## config.mk

```make
export PLATFORM = sky130hd
export DESIGN_NAME = rbf_layer_seq
export DESIGN_NICKNAME = d
export VERILOG_FILES = /design/src/rtl/rbf_pkg.sv /design/src/rtl/rbf_sat_acc.sv /design/src/rtl/rbf_layer_seq.sv
export SDC_FILE = /design/constraint.sdc
export NUM_CORES = 1
export LEC_CHECK = 0
export BUFFER_PORTS_ARGS = -buffer_cell sky130_fd_sc_hd__buf_2
export CORE_ASPECT_RATIO = 1.5
export CORE_MARGIN = 3
export CORE_UTILIZATION = 55
export DETAILED_ROUTE_END_ITERATION = 12
export PLACE_DENSITY = 0.91
export SLEW_MARGIN = 20
export SYNTH_ARGS = -nofsm -noshare
export SYNTH_HDL_FRONTEND = slang
export SYNTH_SLANG_ARGS = --single-unit
```

## constraint.sdc

```tcl
create_clock -name clk -period 10.7 [get_ports clk]
set_clock_uncertainty 0.1 [all_clocks]
set_input_delay 1.07 -clock clk [delete_from_list [all_inputs] [get_ports clk]]
set_output_delay 1.07 -clock clk [all_outputs]
set_load 0.01 [all_outputs]
```

## src/rtl/rbf_pkg.sv

```systemverilog
// Shared definitions for the sequential RBF layer: one-hot FSM states,
// coefficient-word field layout and activation-function type codes.
package rbf_pkg;

  typedef enum logic [6:0] {
    S_IDLE  = 7'b0000001,
    S_FETCH = 7'b0000010,
    S_LOAD  = 7'b0000100,
    S_FIRE  = 7'b0001000,
    S_WAIT  = 7'b0010000,
    S_ACC   = 7'b0100000,
    S_DONE  = 7'b1000000
  } state_e;

  // Coefficient word is {func_type, w, s, b1, b, a1, a0}; each operand
  // field is N bits wide and field f starts at bit f*N.
  localparam int FLD_A0  = 0;
  localparam int FLD_A1  = 1;
  localparam int FLD_B   = 2;
  localparam int FLD_B1  = 3;
  localparam int FLD_S   = 4;
  localparam int FLD_W   = 5;
  localparam int FLD_FT  = 6;
  localparam int NUM_OPS = 6;
  localparam int FT_W    = 2;

  typedef enum logic [1:0] {
    FT_NORM0      = 2'd0,
    FT_NORM1      = 2'd1,
    FT_LEFT_HIGH  = 2'd2,
    FT_RIGHT_HIGH = 2'd3
  } func_type_e;

  function automatic int fld_lsb(input int fld, input int n);
    return fld * n;
  endfunction

endpackage

```

## src/rtl/rbf_sat_acc.sv

```systemverilog
// Signed layer accumulator with N-bit saturation of the value it is about
// to hold, so the caller can register the clamped sum in the same cycle.
module rbf_sat_acc #(
  parameter int N  = 16,
  parameter int AW = 20
) (
  input  logic         clk,
  input  logic         rst,
  input  logic         clr,
  input  logic         add_en,
  input  logic [N-1:0] din,
  output logic [N-1:0] sat_next
);

  localparam logic signed [AW-1:0] MAXV = {{(AW-N+1){1'b0}}, {(N-1){1'b1}}};
  localparam logic signed [AW-1:0] MINV = {{(AW-N+1){1'b1}}, {(N-1){1'b0}}};

  logic signed [AW-1:0] acc_q;
  logic signed [AW-1:0] acc_d;

  function automatic logic [N-1:0] saturate(input logic signed [AW-1:0] v);
    if (v > MAXV) begin
      return {1'b0, {(N-1){1'b1}}};
    end else if (v < MINV) begin
      return {1'b1, {(N-1){1'b0}}};
    end else begin
      return v[N-1:0];
    end
  endfunction

  always_comb begin
    acc_d = acc_q;
    if (clr) begin
      acc_d = '0;
    end else if (add_en) begin
      acc_d = acc_q + {{(AW-N){din[N-1]}}, din};
    end
  end

  assign sat_next = saturate(acc_d);

  always_ff @(posedge clk or posedge rst) begin
    if (rst) begin
      acc_q <= '0;
    end else begin
      acc_q <= acc_d;
    end
  end

endmodule

```

## src/rtl/rbf_layer_seq.sv

```systemverilog
// Sequential RBF layer: walks K neurons, hands each coefficient set to an
// external activation function and sums the results with saturation.
module rbf_layer_seq
  import rbf_pkg::*;
#(
  parameter int N   = 16,
  parameter int K   = 8,
  parameter int KW  = 3,
  parameter int TMO = 255
) (
  input  logic                       clk,
  input  logic                       rst,
  input  logic                       start,
  input  logic [N-1:0]               x,
  output logic [KW-1:0]              cm_addr,
  input  logic [NUM_OPS*N+FT_W-1:0]  cm_rdata,
  output logic [N-1:0]               af_x,
  output logic [N-1:0]               af_a0,
  output logic [N-1:0]               af_a1,
  output logic [N-1:0]               af_b,
  output logic [N-1:0]               af_b1,
  output logic [N-1:0]               af_s,
  output logic [N-1:0]               af_w,
  output logic [1:0]                 af_func_type,
  output logic                       af_start,
  input  logic [N-1:0]               af_y,
  input  logic                       af_rdy,
  output logic [N-1:0]               y,
  output logic                       rdy,
  output logic                       busy,
  output logic                       err
);

  localparam int AW = N + KW + 1;
  localparam int TW = (TMO < 2) ? 1 : $clog2(TMO + 1);

  state_e        state_q, state_d;
  logic [KW-1:0] k_q, k_d;
  logic [KW-1:0] cm_addr_q, cm_addr_d;
  logic [TW-1:0] tmo_q, tmo_d;
  logic [N-1:0]  afy_q, afy_d;
  logic [N-1:0]  y_q, y_d;
  logic          rdy_q, rdy_d;
  logic          err_q, err_d;
  logic          af_start_q, af_start_d;
  logic [N-1:0]  af_x_q, af_x_d;
  logic [N-1:0]  af_a0_q, af_a0_d;
  logic [N-1:0]  af_a1_q, af_a1_d;
  logic [N-1:0]  af_b_q, af_b_d;
  logic [N-1:0]  af_b1_q, af_b1_d;
  logic [N-1:0]  af_s_q, af_s_d;
  logic [N-1:0]  af_w_q, af_w_d;
  func_type_e    af_ft_q, af_ft_d;

  logic          acc_clr;
  logic          acc_add;
  logic [N-1:0]  sat_next;

  rbf_sat_acc #(
    .N  (N),
    .AW (AW)
  ) u_acc (
    .clk      (clk),
    .rst      (rst),
    .clr      (acc_clr),
    .add_en   (acc_add),
    .din      (afy_q),
    .sat_next (sat_next)
  );

  always_comb begin
    state_d    = state_q;
    k_d        = k_q;
    cm_addr_d  = cm_addr_q;
    tmo_d      = tmo_q;
    afy_d      = afy_q;
    y_d        = y_q;
    rdy_d      = 1'b0;
    err_d      = err_q;
    af_start_d = 1'b0;
    af_x_d     = af_x_q;
    af_a0_d    = af_a0_q;
    af_a1_d    = af_a1_q;
    af_b_d     = af_b_q;
    af_b1_d    = af_b1_q;
    af_s_d     = af_s_q;
    af_w_d     = af_w_q;
    af_ft_d    = af_ft_q;
    acc_clr    = 1'b0;
    acc_add    = 1'b0;

    unique case (state_q)
      S_IDLE: begin
        if (start) begin
          af_x_d    = x;
          k_d       = '0;
          cm_addr_d = '0;
          acc_clr   = 1'b1;
          err_d     = 1'b0;
          state_d   = S_FETCH;
        end
      end
      S_FETCH: begin
        state_d = S_LOAD;
      end
      S_LOAD: begin
        // Read data for the address presented in FETCH is valid now.
        af_a0_d    = cm_rdata[fld_lsb(FLD_A0, N) +: N];
        af_a1_d    = cm_rdata[fld_lsb(FLD_A1, N) +: N];
        af_b_d     = cm_rdata[fld_lsb(FLD_B, N) +: N];
        af_b1_d    = cm_rdata[fld_lsb(FLD_B1, N) +: N];
        af_s_d     = cm_rdata[fld_lsb(FLD_S, N) +: N];
        af_w_d     = cm_rdata[fld_lsb(FLD_W, N) +: N];
        af_ft_d    = func_type_e'(cm_rdata[fld_lsb(FLD_FT, N) +: FT_W]);
        af_start_d = 1'b1;
        state_d    = S_FIRE;
      end
      S_FIRE: begin
        tmo_d   = '0;
        state_d = S_WAIT;
      end
      S_WAIT: begin
        if (af_rdy) begin
          afy_d   = af_y;
          state_d = S_ACC;
        end else if (tmo_q == TW'(TMO)) begin
          err_d   = 1'b1;
          y_d     = '0;
          rdy_d   = 1'b1;
          state_d = S_DONE;
        end else begin
          tmo_d = tmo_q + TW'(1);
        end
      end
      S_ACC: begin
        acc_add = 1'b1;
        if (k_q == KW'(K - 1)) begin
          y_d     = sat_next;
          rdy_d   = 1'b1;
          state_d = S_DONE;
        end else begin
          k_d       = k_q + KW'(1);
          cm_addr_d = k_q + KW'(1);
          state_d   = S_FETCH;
        end
      end
      S_DONE: begin
        state_d = S_IDLE;
      end
      default: begin
        state_d = S_IDLE;
      end
    endcase
  end

  always_ff @(posedge clk or posedge rst) begin
    if (rst) begin
      state_q    <= S_IDLE;
      k_q        <= '0;
      cm_addr_q  <= '0;
      tmo_q      <= '0;
      afy_q      <= '0;
      y_q        <= '0;
      rdy_q      <= 1'b0;
      err_q      <= 1'b0;
      af_start_q <= 1'b0;
      af_x_q     <= '0;
      af_a0_q    <= '0;
      af_a1_q    <= '0;
      af_b_q     <= '0;
      af_b1_q    <= '0;
      af_s_q     <= '0;
      af_w_q     <= '0;
      af_ft_q    <= FT_NORM0;
    end else begin
      state_q    <= state_d;
      k_q        <= k_d;
      cm_addr_q  <= cm_addr_d;
      tmo_q      <= tmo_d;
      afy_q      <= afy_d;
      y_q        <= y_d;
      rdy_q      <= rdy_d;
      err_q      <= err_d;
      af_start_q <= af_start_d;
      af_x_q     <= af_x_d;
      af_a0_q    <= af_a0_d;
      af_a1_q    <= af_a1_d;
      af_b_q     <= af_b_d;
      af_b1_q    <= af_b1_d;
      af_s_q     <= af_s_d;
      af_w_q     <= af_w_d;
      af_ft_q    <= af_ft_d;
    end
  end

  assign cm_addr      = cm_addr_q;
  assign af_x         = af_x_q;
  assign af_a0        = af_a0_q;
  assign af_a1        = af_a1_q;
  assign af_b         = af_b_q;
  assign af_b1        = af_b1_q;
  assign af_s         = af_s_q;
  assign af_w         = af_w_q;
  assign af_func_type = af_ft_q;
  assign af_start     = af_start_q;
  assign y            = y_q;
  assign rdy          = rdy_q;
  assign err          = err_q;
  assign busy         = (state_q != S_IDLE);

endmodule

```

==> flow_metrics.tcl <==
set metrics [dict create \
    drc_errors 0 \
    grt_max_degree 110 \
    worstPathMaxFanout 17 \
    r2r_cells 9 \
    drive_gt1_share_pct 42.2 \
    die_height_um 158 \
    worst_slew_pin_slew_ns 0.978 \
    postSynthCellCount 746 \
    ios 271 \
    peakVddDrop_mv 0.170 \
    syn_to_final_growth_pct 24.5 \
    crit_type "register to register" \
    wl_met2_um 11600 \
    clock-sinks 187 \
    dp_hpwl_um 16200 \
    start_util_pct 57.0 \
    hp-class "register to register" \
    synthXorXnorAreaFrac_pct 2.08 \
    fin_tns_setup_ns 0 \
    synthTopCellsByArea "dfrtp_1 55%, mux2_2 13%, nand2_1 7.1%" \
    synth_top_area_share_pct 55.2 \
    cp-endpoint "y[10]$_DFFE_PP0P_" \
    globalplace.congestion 0.957 \
    end_kind "register" \
    top_layer "met5" \
    drtPass1Iterations 5 \
    seq_area_frac_synth_pct 55.5 \
    track_usage_pct 26.5 \
    synth_mux_area_share_pct 13.3 \
    std_cell_rows 54 \
    yosysMostFrequentCell "dfrtp_1" \
    cts_buffers 17 \
    synth_edf_count 0 \
    fmax_ghz 0.251 \
    synth_common_cells "186 x dfrtp_1, 159 x nand2_1, 98 x mux2_2" \
    num_vias 6695 \
    grt-ovfl-total 0 \
    die_x_um 107 \
    cts_tree "yes" \
    n_antenna_cell 0 \
    rr_startpoint "state_q[1]$_DFFE_PP0P_" \
    first_iter_violations 266 \
    antenna_found_initial 2 \
    grt_pass1_wl_um 34900 \
    core_area_mm2 0.0148 \
    synth.cell_area_mm2 0.00843 \
    nFillCells 1027 \
    die_area_mm2 0.0169 \
    startpoint "state_q[1]$_DFFE_PP0P_" \
    period_minus_slack_ns 3.98 \
    grt_pass1_vias 7013 \
    routed_via_density 5.50 \
    hold_viol_final 0 \
    synth_simple_gate_area_share_pct 14.1 \
    maxSlewHeadroom_pct 34.8 \
    dominantRegCellSynth "dfrtp_1" \
    cts_hold_buffers 0 \
    synth-seq-cells 187 \
    outcome "complete, no violations" \
    synthArstFlopShare_pct 100 \
    cts-resized-gates 0 \
    r2r_end "y[10]$_DFFE_PP0P_" \
    dr_wl_met3_um 1610 \
    powerDensity_mw_per_mm2 229 \
    synth_cell_types 63 \
    synth_compound_area_share_pct 9.02 \
    place_inst 1186 \
    setup_viol 0 \
    syn_nets 903 \
    met1_length_um 7960 \
    nNetsFinal 1166 \
    stdcell_count 1217 \
    p_leak_nw 5.52 \
    cts_buffer_depth 2 \
    maxCapViolations 0 \
    crit_arrival_ns 4.22 \
    postCtsSetupBuffers 0 \
    synth_fa_ha_area_share_pct 3.50 \
    synth_top_family_by_area "simple AND/OR/NAND/NOR gates" \
    required_ns 10.93 \
    wl_um 21900 \
    rsz0062_at_grt "no" \
    timing.final.crit_share_pct 37.2 \
    path_clk_slew_ns 0.07 \
    insertion_delay_ns 0.43 \
    port_buffers 270 \
    yosysTopAreaCell "dfrtp_1" \
    start_kind "register" \
    routedWlPerCell_um 18.0 \
    reg2reg_slack_ns 6.72 \
    min-delay-start "af_x[13]$_DFFE_PP0P_" \
    yosysWarnings 0 \
    syn_area_per_cell_um2 11.3 \
    cts_root_buf "clkbuf_16" \
    finalMaxSlewViolations 0 \
    htreeDepth 4 \
    ant_nets 0 \
]
==> per-stage QoR <==
| step | setup slack (ns) | area (um^2) | hold WS (ns) | power [mW] | utilization, % |
|---|---|---|---|---|---|
| floorplan | 4.45 | 8430 | 0.352 | 1.47 | - |
| global placement | 6.96 | 9940 | 0.354 | 1.77 | 67.2 |
| detailed placement | 6.81 | 9940 | 0.357 | 1.81 | 67.2 |
| CTS | 6.73 | 10500 | 0.374 | 2.43 | 71.0 |
| global route | 6.34 | 10500 | 0.406 | 2.54 | 71.0 |
| finish | 6.72 | 10500 | 0.372 | 2.40 | 71.0 |
==> worst min-delay path by stage <==
stage / end / slack, ns / cells after the start
final: af_x[13]$_DFFE_PP0P_ / 0.37 / 2
after global routing: af_x[14]$_DFFE_PP0P_ / 0.41 / 2
after CTS: af_x[13]$_DFFE_PP0P_ / 0.37 / 2
after detailed placement: af_x[13]$_DFFE_PP0P_ / 0.36 / 2
after global placement: af_x[13]$_DFFE_PP0P_ / 0.35 / 2
after floorplan: afy_q[0]$_DFFE_PP0P_ / 0.35 / 2
==> layer usage <==
| metal | track usage [%] | vias up |
|---|---|---|
| met5 | 0 | - |
| met4 | 11.3 | 4 |
| met3 | 7.79 | 54 |
| met2 | 46.3 | 250 |
| met1 | 30.4 | 3252 |
| li1 | - | 3135 |
==> state kept, by name (all words and copies together) (netlist names), 8 cells and up <==
register / flops
af_s: 16
u_acc.acc_q: 20
af_w: 16
af_x: 16
af_a0: 16
af_a1: 16
y: 16
af_b1: 16
tmo_q: 8
af_b: 16
afy_q: 16
==> power breakdown <==
part | internal [mW] | total, mW | switching (mW)
Combinational | 0.354 | 0.747 | 0.392
Clock | 0.326 | 0.610 | 0.284
Sequential | 0.927 | 1.05 | 0.120
==> layout by cell type, fill, tap and decap left out, drive strengths merged, types with 17 or more instances in the layout <==
master and count:
o211ai 26, ha 22, nor2 28, inv 25, nand3 24, mux2 98, clkbuf 17, nand2 159
a21oi 29, dfrtp 186, buf 275
==> layout make-up <==
cell class / count / area, um^2 / area share (%)
Clock buffer: 17 / 425 / 4.05
Clock inverter: 14 / 135 / 1.29
Inverter: 18 / 72.6 / 0.691
Multi-Input combinational cell: 510 / 3550 / 33.8
Sequential cell: 187 / 4680 / 44.6
Tap cell: 196 / 245 / 2.34
Timing Repair Buffer: 275 / 1390 / 13.2
==> worst max-delay path, cell delays in order, from the launching register on <==
cell and delay [ns]:
dfrtp_1 0.41, nor3_1 0.30, nor3b_1 0.37, and3b_1 0.27
and2_0 0.71, buf_4 0.36, nor2_1 0.06, mux2i_1 0.72
o21ai_1 0.31, o211ai_1 0.27
==> cell families after synthesis <==
kind of cell	count (synthesis)
simple gates	258
flops	187
compound gates	109
mux	100
buf+inv	49
fa+ha+maj	23
xor+xnor	20
Note: power is estimated with default switching activity, not from simulation.
